$ cat config.mk
export PLATFORM = sky130hd
export DESIGN_NAME = uart_rx_fifo
export DESIGN_NICKNAME = d
export VERILOG_FILES = /design/src/rtl/uart_rx_fifo.sv
export SDC_FILE = /design/constraint.sdc
export NUM_CORES = 1
export LEC_CHECK = 0
export BUFFER_PORTS_ARGS = -buffer_cell sky130_fd_sc_hd__buf_4
export CAP_MARGIN = 15
export CORE_ASPECT_RATIO = 1.2
export CORE_UTILIZATION = 40
export CTS_BUF_LIST = sky130_fd_sc_hd__clkbuf_4
export DETAILED_ROUTE_END_ITERATION = 7
export GPL_ROUTABILITY_DRIVEN = 0
export PLACE_DENSITY = 0.62
export SLEW_MARGIN = 20
export SYNTH_ARGS = -nofsm -noshare
export SYNTH_HDL_FRONTEND = slang
export SYNTH_SLANG_ARGS = --single-unit
$ cat constraint.sdc
create_clock -name CLK -period 2.5 [get_ports CLK]
set_clock_uncertainty 0.1 [all_clocks]
set_input_delay 0.5 -clock CLK [delete_from_list [all_inputs] [get_ports CLK]]
set_output_delay 0.5 -clock CLK [all_outputs]
set_load 0.03 [all_outputs]
$ cat src/rtl/uart_rx_fifo.sv
// uart_rx_fifo: oversampling UART receiver with a receive FIFO.
//
// The receiver has a configurable data width, an optional odd or even parity bit, and one
// or two stop bits. It rejects false start bits and flags parity and framing errors for
// each word. Each completed frame is pushed into a FIFO as {ferr, perr, data}. The
// consumer pops the head word through a valid/ready handshake.
//
// Ports:
//   CLK         system clock, rising edge
//   RESET_N     synchronous active-low reset
//   RX          asynchronous serial input, idle high
//   RX_DATA     data of the FIFO head word
//   RX_PERR     parity error flag of the head word (0 when PARITY=0)
//   RX_FERR     framing error flag of the head word
//   RX_VALID    FIFO not empty
//   RX_READY    consumer accepts the head word when RX_VALID & RX_READY
//   RX_DONE     one-cycle pulse per completed frame, stored or not
//   OVERRUN     one-cycle pulse when a completed frame is dropped on a full FIFO
//   FIFO_COUNT  number of stored words
module uart_rx_fifo #(
    parameter int unsigned CLKS_PER_BIT = 2604,
    parameter int unsigned DATA_BITS    = 8,
    parameter int unsigned PARITY       = 0,
    parameter int unsigned STOP_BITS    = 1,
    parameter int unsigned FIFO_DEPTH   = 4
) (
    input  logic                          CLK,
    input  logic                          RESET_N,
    input  logic                          RX,
    output logic [DATA_BITS-1:0]          RX_DATA,
    output logic                          RX_PERR,
    output logic                          RX_FERR,
    output logic                          RX_VALID,
    input  logic                          RX_READY,
    output logic                          RX_DONE,
    output logic                          OVERRUN,
    output logic [$clog2(FIFO_DEPTH):0]   FIFO_COUNT
);

    localparam int unsigned CNT_W  = $clog2(CLKS_PER_BIT);
    localparam int unsigned IDX_W  = (DATA_BITS > 1) ? $clog2(DATA_BITS) : 1;
    localparam int unsigned PTR_W  = $clog2(FIFO_DEPTH);
    localparam int unsigned FCNT_W = PTR_W + 1;
    localparam int unsigned WORD_W = DATA_BITS + 2;

    localparam logic [CNT_W-1:0]  CNT_LAST   = CNT_W'(CLKS_PER_BIT - 1);
    localparam logic [CNT_W-1:0]  CNT_MID    = CNT_W'((CLKS_PER_BIT - 1) / 2);
    localparam logic [IDX_W-1:0]  IDX_LAST   = IDX_W'(DATA_BITS - 1);
    localparam logic              STOP_LAST  = (STOP_BITS == 2);
    localparam logic [FCNT_W-1:0] FULL_COUNT = FCNT_W'(FIFO_DEPTH);

    typedef enum logic [2:0] {
        StIdle,
        StStart,
        StData,
        StPar,
        StStop,
        StWaitHigh
    } state_e;

    // Receiver state
    logic [1:0]           sync_q;
    logic                 rxs;
    state_e               state_q;
    logic [CNT_W-1:0]     cnt_q;
    logic [IDX_W-1:0]     idx_q;
    logic                 stop_idx_q;
    logic [DATA_BITS-1:0] shift_q;
    logic                 perr_q;
    logic                 ferr_q;
    logic                 done_q;

    // FIFO state
    logic [WORD_W-1:0]    mem_q [FIFO_DEPTH];
    logic [PTR_W-1:0]     wr_ptr_q;
    logic [PTR_W-1:0]     rd_ptr_q;
    logic [FCNT_W-1:0]    count_q;
    logic                 full;
    logic                 push;
    logic                 pop;
    logic                 stop_bad;

    assign rxs = sync_q[1];

    // Framing error status including the stop sample taken on this cycle
    assign stop_bad = ferr_q | ~rxs;

    always_ff @(posedge CLK) begin
        if (!RESET_N) begin
            sync_q     <= 2'b11;
            state_q    <= StIdle;
            cnt_q      <= '0;
            idx_q      <= '0;
            stop_idx_q <= 1'b0;
            shift_q    <= '0;
            perr_q     <= 1'b0;
            ferr_q     <= 1'b0;
            done_q     <= 1'b0;
        end else begin
            sync_q <= {sync_q[0], RX};
            done_q <= 1'b0;
            case (state_q)
                StIdle: begin
                    cnt_q <= '0;
                    if (!rxs) begin
                        state_q <= StStart;
                        perr_q  <= 1'b0;
                        ferr_q  <= 1'b0;
                    end
                end
                StStart: begin
                    if (cnt_q == CNT_MID) begin
                        // Line high again at mid-start means the low pulse was a glitch
                        cnt_q   <= '0;
                        idx_q   <= '0;
                        state_q <= rxs ? StIdle : StData;
                    end else begin
                        cnt_q <= cnt_q + 1'b1;
                    end
                end
                StData: begin
                    if (cnt_q == CNT_LAST) begin
                        cnt_q          <= '0;
                        shift_q[idx_q] <= rxs;
                        idx_q          <= idx_q + 1'b1;
                        if (idx_q == IDX_LAST) begin
                            stop_idx_q <= 1'b0;
                            state_q    <= (PARITY != 0) ? StPar : StStop;
                        end
                    end else begin
                        cnt_q <= cnt_q + 1'b1;
                    end
                end
                StPar: begin
                    if (cnt_q == CNT_LAST) begin
                        cnt_q   <= '0;
                        perr_q  <= (PARITY == 1) ? ~(^shift_q ^ rxs) : (^shift_q ^ rxs);
                        state_q <= StStop;
                    end else begin
                        cnt_q <= cnt_q + 1'b1;
                    end
                end
                StStop: begin
                    if (cnt_q == CNT_LAST) begin
                        cnt_q  <= '0;
                        ferr_q <= stop_bad;
                        if (stop_idx_q == STOP_LAST) begin
                            // Leaving at mid-stop lets a back-to-back start edge be seen
                            done_q  <= 1'b1;
                            state_q <= stop_bad ? StWaitHigh : StIdle;
                        end else begin
                            stop_idx_q <= stop_idx_q + 1'b1;
                        end
                    end else begin
                        cnt_q <= cnt_q + 1'b1;
                    end
                end
                StWaitHigh: begin
                    // A break or stuck-low line yields one frame, not a stream of them
                    if (rxs) begin
                        state_q <= StIdle;
                    end
                end
                default: state_q <= StIdle;
            endcase
        end
    end

    assign full = (count_q == FULL_COUNT);
    assign pop  = RX_VALID & RX_READY;
    assign push = done_q & (~full | pop);

    always_ff @(posedge CLK) begin
        if (!RESET_N) begin
            wr_ptr_q <= '0;
            rd_ptr_q <= '0;
            count_q  <= '0;
            for (int unsigned i = 0; i < FIFO_DEPTH; i++) begin
                mem_q[i] <= '0;
            end
        end else begin
            if (push) begin
                mem_q[wr_ptr_q] <= {ferr_q, perr_q, shift_q};
                wr_ptr_q        <= wr_ptr_q + 1'b1;
            end
            if (pop) begin
                rd_ptr_q <= rd_ptr_q + 1'b1;
            end
            case ({push, pop})
                2'b10:   count_q <= count_q + 1'b1;
                2'b01:   count_q <= count_q - 1'b1;
                default: count_q <= count_q;
            endcase
        end
    end

    assign {RX_FERR, RX_PERR, RX_DATA} = mem_q[rd_ptr_q];
    assign RX_VALID   = (count_q != '0);
    assign RX_DONE    = done_q;
    assign OVERRUN    = done_q & full & ~pop;
    assign FIFO_COUNT = count_q;

endmodule

==> impl_metrics.json, run 1 <==
{
  "outcome": "finished, final reports clean",
  "grt_pass1_wl_um": 12700,
  "reg2reg_depth": 6,
  "syn_nets": 373,
  "cts_hold_buffers": 0,
  "via_per_inst": 5.32,
  "async_flop_share": 0,
  "r2r_start": "cnt_q[1]",
  "worst_slew_pin_slew_ns": 0.988,
  "max_freq_ghz": 0.424,
  "antenna_found_initial": 0,
  "finalNetCount": 392,
  "synthTopCellsByArea": "edfxtp_1 (30%), dfxtp_1 (20%), and2_1 (7.1%)",
  "synth_top_area_frac": 0.302,
  "cts_root_buf": "clkbuf_4",
  "hold_viol_final": 0,
  "wl_per_cell_um": 15.0,
  "htree_levels": 3,
  "cp-start-kind": "register",
  "initial_utilization": 0.414,
  "yosysMostFrequentCell": "and2_1",
  "netlist_area_um2": 3980,
  "ys_seq_area_frac": 0.503,
  "finalSetupViolCount": 0,
  "clkTransAtPathRegs_ns": 0.13,
  "p_per_area_nw_per_um2": 534,
  "hold_path.class": "input pin to register",
  "yosys_warnings": 0,
  "drc": 0,
  "post_cts_resized": 0,
  "hpwlAfterDp_um": 5220,
  "dpl_cell_area_um2": 4270,
  "synthCells": 363,
  "r2r_end": "cnt_q[11]",
  "period_share": 0.944,
  "drive_above_1_share": 0.174,
  "post_cts_buffers": 0,
  "cts_tree": "done",
  "endpoint_kind": "register",
  "reg2reg_slack_ns": 0.14,
  "cp.required_ns": 2.73,
  "chipHeight_um": 111,
  "ys_top_cells_by_count": "and2_1 (45), dfxtp_1 (40), edfxtp_1 (40), nand2_1 (24), clkbuf_1 (16)",
  "min_period_ns": 2.36,
  "fin_area_um2": 4450,
  "cp.arrival_ns": 2.59,
  "dr.pass1.iters": 4,
  "post_synth.cell_area_avg_um2": 11.0,
  "finalPower_mw": 2.37,
  "final_core_util": 0.463,
  "maxSlewHeadroom": 0.340,
  "startpoint": "cnt_q[1]",
  "grt_max_degree": 39,
  "cp-endpoint": "cnt_q[11]",
  "regArea_um2": 2000,
  "area_growth_pct": 11.8,
  "synth_area_leader_cell": "edfxtp_1",
  "multiInputGateArea_um2": 1890,
  "io_buffers": 19,
  "fill_cells": 900,
  "detail-route-antenna-nets": 0,
  "maxSlewViolCount": 0,
  "drt_iter0_drc": 61,
  "drv_cap": 0,
  "crit_fanout": 18,
  "placement_rows": 39,
  "synth_cell_types": 55,
  "grt_use_total": 0.158,
  "ys_ff_latch": 80,
  "core_area_um2": 9610,
  "antenna_cells": 0,
  "cts_made_buffers": 9,
  "io_pins": 20,
  "ys.flop_type": "edfxtp_1",
  "critical_path_class": "register to register",
  "grt_pass1_vias": 2775,
  "clock_latency_ns": 0.42,
  "p_leak_nw": 1.66,
  "wl_um": 7650,
  "grt_overflow": 0,
  "die_area_um2": 10400,
  "synth_edf_count": 40,
  "cts_num_sinks": 80,
  "die_w_um": 93.1,
  "cts_buffer_depth": 2,
  "ir_drop_mv": 0.192,
  "vias": 2707
}
==> worst min path at each step <==
stage               from         to  slack [ns]  cells past startpoint
6_report              RX  sync_q[0]        0.16                      2
5_1_grt               RX  sync_q[0]        0.14                      2
3_3_place_gp   sync_q[0]  sync_q[1]        0.29                      1
4_1_cts               RX  sync_q[0]        0.12                      2
2_1_floorplan  sync_q[0]  sync_q[1]        0.29                      1
3_5_place_dp   sync_q[0]  sync_q[1]        0.30                      1
==> flip-flops by register name, indices dropped and copies added (netlist names), 2 cells and up, named ones only <==
name and count:
shift_q 8, rd_ptr_q 2, state_q 3, cnt_q 12
sync_q 2, wr_ptr_q 2, idx_q 3, mem_q 40
FIFO_COUNT 3
==> critical path: stages, from the launching register on <==
cell      delay (ns)
dfxtp_1         0.42
ha_2            0.24
or4b_4          0.52
o32ai_4         0.35
a21boi_4        0.18
and3_1          0.21
a221o_1         0.25
==> power breakdown <==
group / total, mW / switching, mW / internal, mW
registers: 1.42 / 0.0146 / 1.41
clock network: 0.837 / 0.442 / 0.396
logic: 0.114 / 0.0671 / 0.0465
==> metrics by stage <==
stage | setup WS [ns] | hold WS [ns] | setup TNS (ns) | cells
6_report | 0.140 | 0.161 | 0 | 509
5_1_grt | -0.0423 | 0.144 | -0.0423 | 509
4_1_cts | 0.0337 | 0.123 | 0 | 509
3_5_place_dp | -0.00829 | 0.296 | -0.0197 | 494
3_3_place_gp | 0.0817 | 0.292 | 0 | 494
2_1_floorplan | 0.0215 | 0.286 | 0 | 363
==> layout make-up <==
cell class | count | share of cell area
flip-flops and latches | 80 | 0.451
multi-input cells | 253 | 0.424
repair buffers | 29 | 0.0489
well taps | 123 | 0.0346
clock inverters | 6 | 0.0191
clock buffers | 9 | 0.0152
inverters | 9 | 0.00759
==> per-layer routing <==
metal  track usage  share of wire  up-vias
met1         0.182           0.43     1304
met4        0.0892          0.028        0
met5             0              0        -
met3        0.0226          0.020       18
met2         0.275           0.52       39
li1              -              -     1346
==> kinds of logic after synthesis <==
group | Yosys count | share of synthesized area
AOI/OAI and AO/OA | 47 | 0.0874
xor gates and xnor gates | 14 | 0.0308
adders and majority gates | 6 | 0.0207
buffers and inverters | 30 | 0.0311
DFF | 80 | 0.503
muxes | 18 | 0.0767
and+or+nand+nor | 168 | 0.250
==> layout by cell type (no fill, tap or decap), drive strengths merged, types with 3 or more instances in the layout <==
cell type,n
a21boi,6
a21o,6
a21oi,7
and2,45
and3,14
buf,29
clkbuf,9
dfxtp,40
edfxtp,40
ha,5
inv,9
mux2i,8
mux4,10
nand2,24
nand2b,8
nand3,13
nand3b,7
nand4,8
nor2,12
nor2b,13
nor3,7
nor3b,4
o211a,3
o21ai,10
or3,3
xnor2,10
xor2,4
No activity file was read; power rests on OpenSTA's default activity.
==> run 2, diff against run 1 <==
REMOVE_ABC_BUFFERS = 1   (was default)
==> run 2 against run 1 <==
  * Die area did not move
  * Routed wire length fell by 2.7%
  * Clock power fell by 8.8%
  * Via count barely moved
  * Sequential share of layout area rose by 0.20 points
  * Largest cell class unchanged
==> impl_metrics.json, run 2 (same netlist as run 1, synthesis figures left out) <==
{
  "antenna_cells": 0,
  "clkTransAtPathRegs_ns": 0.12,
  "finalPower_mw": 2.30,
  "clock_latency_ns": 0.43,
  "grt_overflow": 0,
  "area_growth_pct": 11.2,
  "critical_path_class": "register to register",
  "min_from": "RX",
  "layout_commonest_cell": "and2_1",
  "dr.pass1.iters": 4,
  "cp.arrival_ns": 2.59,
  "regArea_um2": 2000,
  "worst_slew_pin_slew_ns": 0.618,
  "period_share": 0.940,
  "rsz0062_at_grt": "false",
  "max_stage_delay_ns": 0.51,
  "htree_levels": 3,
  "crit_fanout": 18,
  "drv_cap": 0,
  "crit_chain": "ha_1 > or4b_4 > o32ai_2 > a21boi_4 > and3_1 > a221o_1",
  "vias": 2706,
  "drive_above_1_share": 0.168,
  "finalSetupViolCount": 0,
  "endpoint_kind": "register",
  "path_buf_inv": 0,
  "cp.required_ns": 2.74,
  "wl_um": 7440,
  "hold_viol_final": 0,
  "cts_hold_buffers": 0,
  "r2r_start": "cnt_q[0]",
  "startpoint": "cnt_q[0]",
  "reg2reg_slack_ns": 0.15,
  "chipHeight_um": 111,
  "cpLargestDelayFamily": "compound AO/OA/AOI/OAI gates",
  "core_area_um2": 9610,
  "post_cts_buffers": 0,
  "p_leak_nw": 1.66,
  "detail-route-antenna-nets": 0,
  "cts_root_buf": "clkbuf_4",
  "cts_tree": "done",
  "cts_made_buffers": 9,
  "top_regs": "mem_q: 40 flops, cnt_q: 12 flops, shift_q: 8 flops",
  "min_period_ns": 2.35,
  "cp_slowest_cell": "or4b_4",
  "io_buffers": 19,
  "hpwlAfterDp_um": 5280,
  "via_per_inst": 5.31,
  "multiInputGateArea_um2": 1880,
  "cts_buffer_depth": 2,
  "finalNetCount": 392,
  "maxSlewHeadroom": 0.588,
  "outcome": "finished, final reports clean",
  "placement_rows": 39,
  "cts_num_sinks": 80,
  "final_core_util": 0.460,
  "hold_path.class": "input pin to register",
  "die_area_um2": 10400,
  "cp-start-kind": "register",
  "grt_pass1_vias": 2656,
  "grt_max_degree": 33,
  "drc": 0,
  "max_freq_ghz": 0.425,
  "die_w_um": 93.1,
  "fill_cells": 867,
  "post_cts_resized": 0,
  "largest_register": "mem_q",
  "ir_drop_mv": 0.189,
  "maxSlewViolCount": 0,
  "grt_pass1_wl_um": 12700,
  "io_pins": 20,
  "antenna_found_initial": 0,
  "drt_iter0_drc": 78,
  "fin_tns_setup_ns": 0,
  "grt_use_total": 0.159,
  "largest_register_ffs": 40,
  "p_per_area_nw_per_um2": 519,
  "initial_utilization": 0.414,
  "final_cell_mix": "and2_1 (45), dfxtp_1 (40), edfxtp_1 (40), buf_4 (29), nand2_1 (24)",
  "wl_per_cell_um": 14.6
}
## run 2: final timing paths
kind	cells after the start	to
hold / removal	2	sync_q[0]
setup reg to reg	6	cnt_q[11]
hold reg to reg	1	sync_q[1]
setup / recovery	6	cnt_q[11]
## run 2: layout make-up
cell class | count | share of cell area
tap | 123 | 0.0348
clock inverter | 7 | 0.0161
sequential | 80 | 0.452
clock buffer | 9 | 0.0153
inverter | 9 | 0.00764
multi-input combinational | 253 | 0.424
timing repair buffer | 29 | 0.0492
## run 2: routing by layer
layer,track usage,wire (um),vias up,part of all wire
li1,-,-,1346,-
met1,0.186,3220,1306,0.43
met2,0.276,3860,42,0.52
met3,0.0288,188,12,0.025
met4,0.0800,173,0,0.023
met5,0,0,-,0
## run 2: worst reg2reg max path: stages, from the launching register on
cell	delay [ns]
dfxtp_1	0.42
ha_1	0.19
or4b_4	0.51
o32ai_2	0.39
a21boi_4	0.19
and3_1	0.20
a221o_1	0.24
## run 2: power by group
group / switching, mW / internal, mW / total (mW)
clock network: 0.458 / 0.305 / 0.763
logic: 0.0628 / 0.0454 / 0.108
registers: 0.0164 / 1.41 / 1.42
## run 2: metrics by stage
stage          instance area [um^2]  hold slack, ns  worst slack [ns]  instances
6_report                       4420           0.143             0.150        510
3_5_place_dp                   4260           0.299           -0.0316        494
2_1_floorplan                  3890           0.286           -0.0879        342
3_3_place_gp                   4260           0.294            0.0450        494
5_1_grt                        4420           0.117            0.0310        510
4_1_cts                        4400           0.117            0.0644        510
==> run 3, diff against run 2 <==
ABC_AREA = 1   (was default)
TNS_END_PERCENT = 1   (was default)
==> run 3 against run 2 <==
  * Final area down 1.0%
  * Core utilization shrank 0.48 points
  * Critical path depth is 2 lower
  * Worst setup slack improved by 0.11 ns
  * Via count is 17% higher
==> impl_metrics.json, run 3 <==
{
  "synth_area_leader_cell": "edfxtp_1",
  "yosys_warnings": 0,
  "drv_cap": 0,
  "vias": 3175,
  "layout_commonest_cell": "nor2_1",
  "die_area_um2": 10400,
  "grt_pass1_wl_um": 14000,
  "cts_hold_buffers": 0,
  "outcome": "finished, final reports clean",
  "synthCells": 491,
  "ys_ff_latch": 80,
  "endpoint_kind": "primary output",
  "cts_tree": "done",
  "detail-route-antenna-nets": 0,
  "area_growth_pct": 9.62,
  "min_period_ns": 2.24,
  "hold_viol_final": 0,
  "cp-start-kind": "register",
  "die_w_um": 93.2,
  "worst_slew_pin_slew_ns": 0.542,
  "wl_um": 8070,
  "p_per_area_nw_per_um2": 593,
  "via_per_inst": 4.96,
  "hold_path.class": "input pin to register",
  "grt_pass1_vias": 3080,
  "routed.top_layer": "met4",
  "drc": 0,
  "period_share": 0.894,
  "critical_path_class": "register to primary output",
  "crit_fanout": 20,
  "dr.pass1.iters": 4,
  "final_cell_mix": "nor2_1 (86), nand2_1 (83), inv_1 (46), dfxtp_1 (40), edfxtp_1 (40)",
  "grt_overflow": 0,
  "placement_rows": 39,
  "synth_cell_types": 35,
  "drive_above_1_share": 0.149,
  "post_synth.cell_area_avg_um2": 8.13,
  "chipHeight_um": 111,
  "max_freq_ghz": 0.447,
  "ys_seq_area_frac": 0.501,
  "rsz0062_at_grt": "false",
  "post_cts_buffers": 0,
  "netlist_area_um2": 3990,
  "cp.required_ns": 1.90,
  "hpwlAfterDp_um": 5980,
  "fill_cells": 962,
  "wl_met3_um": 145,
  "finalSetupViolCount": 0,
  "wl_met2_um": 4150,
  "cts_root_buf": "clkbuf_4",
  "yosysMostFrequentCell": "nor2_1",
  "synthTopCellsByArea": "edfxtp_1 (30%), dfxtp_1 (20%), nor2_1 (8.1%)",
  "htree_levels": 3,
  "p_leak_nw": 1.60,
  "cts_made_buffers": 9,
  "async_flop_share": 0,
  "finalNetCount": 522,
  "m1WireLength_um": 3630,
  "initial_utilization": 0.415,
  "cp.arrival_ns": 1.64,
  "antenna_found_initial": 0,
  "ys_top_cells_by_count": "nor2_1 (86), nand2_1 (83), inv_1 (46), dfxtp_1 (40), edfxtp_1 (40)",
  "ys.flop_type": "edfxtp_1",
  "antenna_cells": 0,
  "drt_iter0_drc": 82,
  "core_area_um2": 9610,
  "maxSlewViolCount": 0,
  "synth_edf_count": 40,
  "grt_use_total": 0.170,
  "dp_worst_setup_slack_ns": 0.298,
  "grt_max_degree": 23,
  "clock_latency_ns": 0.42,
  "io_buffers": 19,
  "wl_per_cell_um": 12.6,
  "post_cts_resized": 0,
  "cts_num_sinks": 80,
  "cts_buffer_depth": 2,
  "maxSlewHeadroom": 0.638,
  "largest_register_ffs": 40,
  "top_regs": "mem_q: 40 flops, cnt_q: 12 flops, shift_q: 8 flops",
  "clkTransAtPathRegs_ns": 0.12,
  "ir_drop_mv": 0.242,
  "largest_register": "mem_q",
  "synth_top_area_frac": 0.301,
  "io_pins": 20,
  "layout_setup_ws_ns": 0.264,
  "fin_tns_setup_ns": 0
}
## run 3: changes by cell type after synthesis, moves of 13 or more
cell,previous run,this run
a21oi_1,7,32
and2_1,45,0
and3_1,14,0
inv_1,9,46
nand2_1,24,83
nand3_1,13,28
nor2_1,12,86
nor2b_1,13,0
o21ai_0,10,33
## run 3: final cells by class
| type | instances | area (um^2) | area share |
|---|---|---|---|
| multi-input combinational | 337 | 1690 | 0.386 |
| timing repair buffer | 28 | 210 | 0.0480 |
| inverter | 56 | 210 | 0.0480 |
| clock inverter | 6 | 36.3 | 0.00829 |
| tap | 123 | 154 | 0.0352 |
| sequential | 80 | 2000 | 0.457 |
| clock buffer | 10 | 75.1 | 0.0171 |
## run 3: power by group
group,leakage (nW),switching [mW],internal [mW]
clock,0.0536,0.441,0.208
combinational,0.830,0.321,0.142
sequential,0.721,0.0551,1.43
## run 3: worst paths after layout
check                                    from            end  slack [ns]  cells past startpoint
worst max-delay path                 register        RX_FERR        0.26                      4
worst max register to register  FIFO_COUNT[1]  FIFO_COUNT[2]        0.50                     11
worst min register to register      sync_q[0]      sync_q[1]        0.33                      1
worst min-delay path                       RX      sync_q[0]        0.16                      2
## run 3: cell families (layout without fill, tap and decap cells)
kind of cell,Yosys count,count (layout),share of synthesized area
compound gates,86,86,0.118
xor+xnor,5,5,0.0110
fa+ha+maj,6,6,0.0207
buf+inv,74,100,0.0755
flops,80,80,0.501
simple gates,240,240,0.273
## run 3: metrics by stage
step | std cells | instance area, um^2 | hold slack (ns) | utilization | power (mW)
3_5_place_dp | 624 | 4270 | 0.303 | 0.444 | 1.98
4_1_cts | 640 | 4380 | 0.125 | 0.455 | 2.63
2_1_floorplan | 473 | 3900 | 0.293 | - | 1.86
5_1_grt | 640 | 4380 | 0.128 | 0.455 | 2.74
3_3_place_gp | 624 | 4270 | 0.300 | 0.444 | 1.97
6_report | 640 | 4380 | 0.158 | 0.455 | 2.60
## run 3: per-layer routing
metal / up-vias / GRT usage
met5: - / 0
met4: 0 / 0.0821
met3: 11 / 0.0225
met2: 31 / 0.301
met1: 1461 / 0.199
li1: 1672 / -
## run 3: critical path, cell delays in order (launching register included)
cell and delay [ns]:
dfxtp_1 0.33, inv_1 0.40, o21ai_0 0.16, o22ai_1 0.14
buf_4 0.18
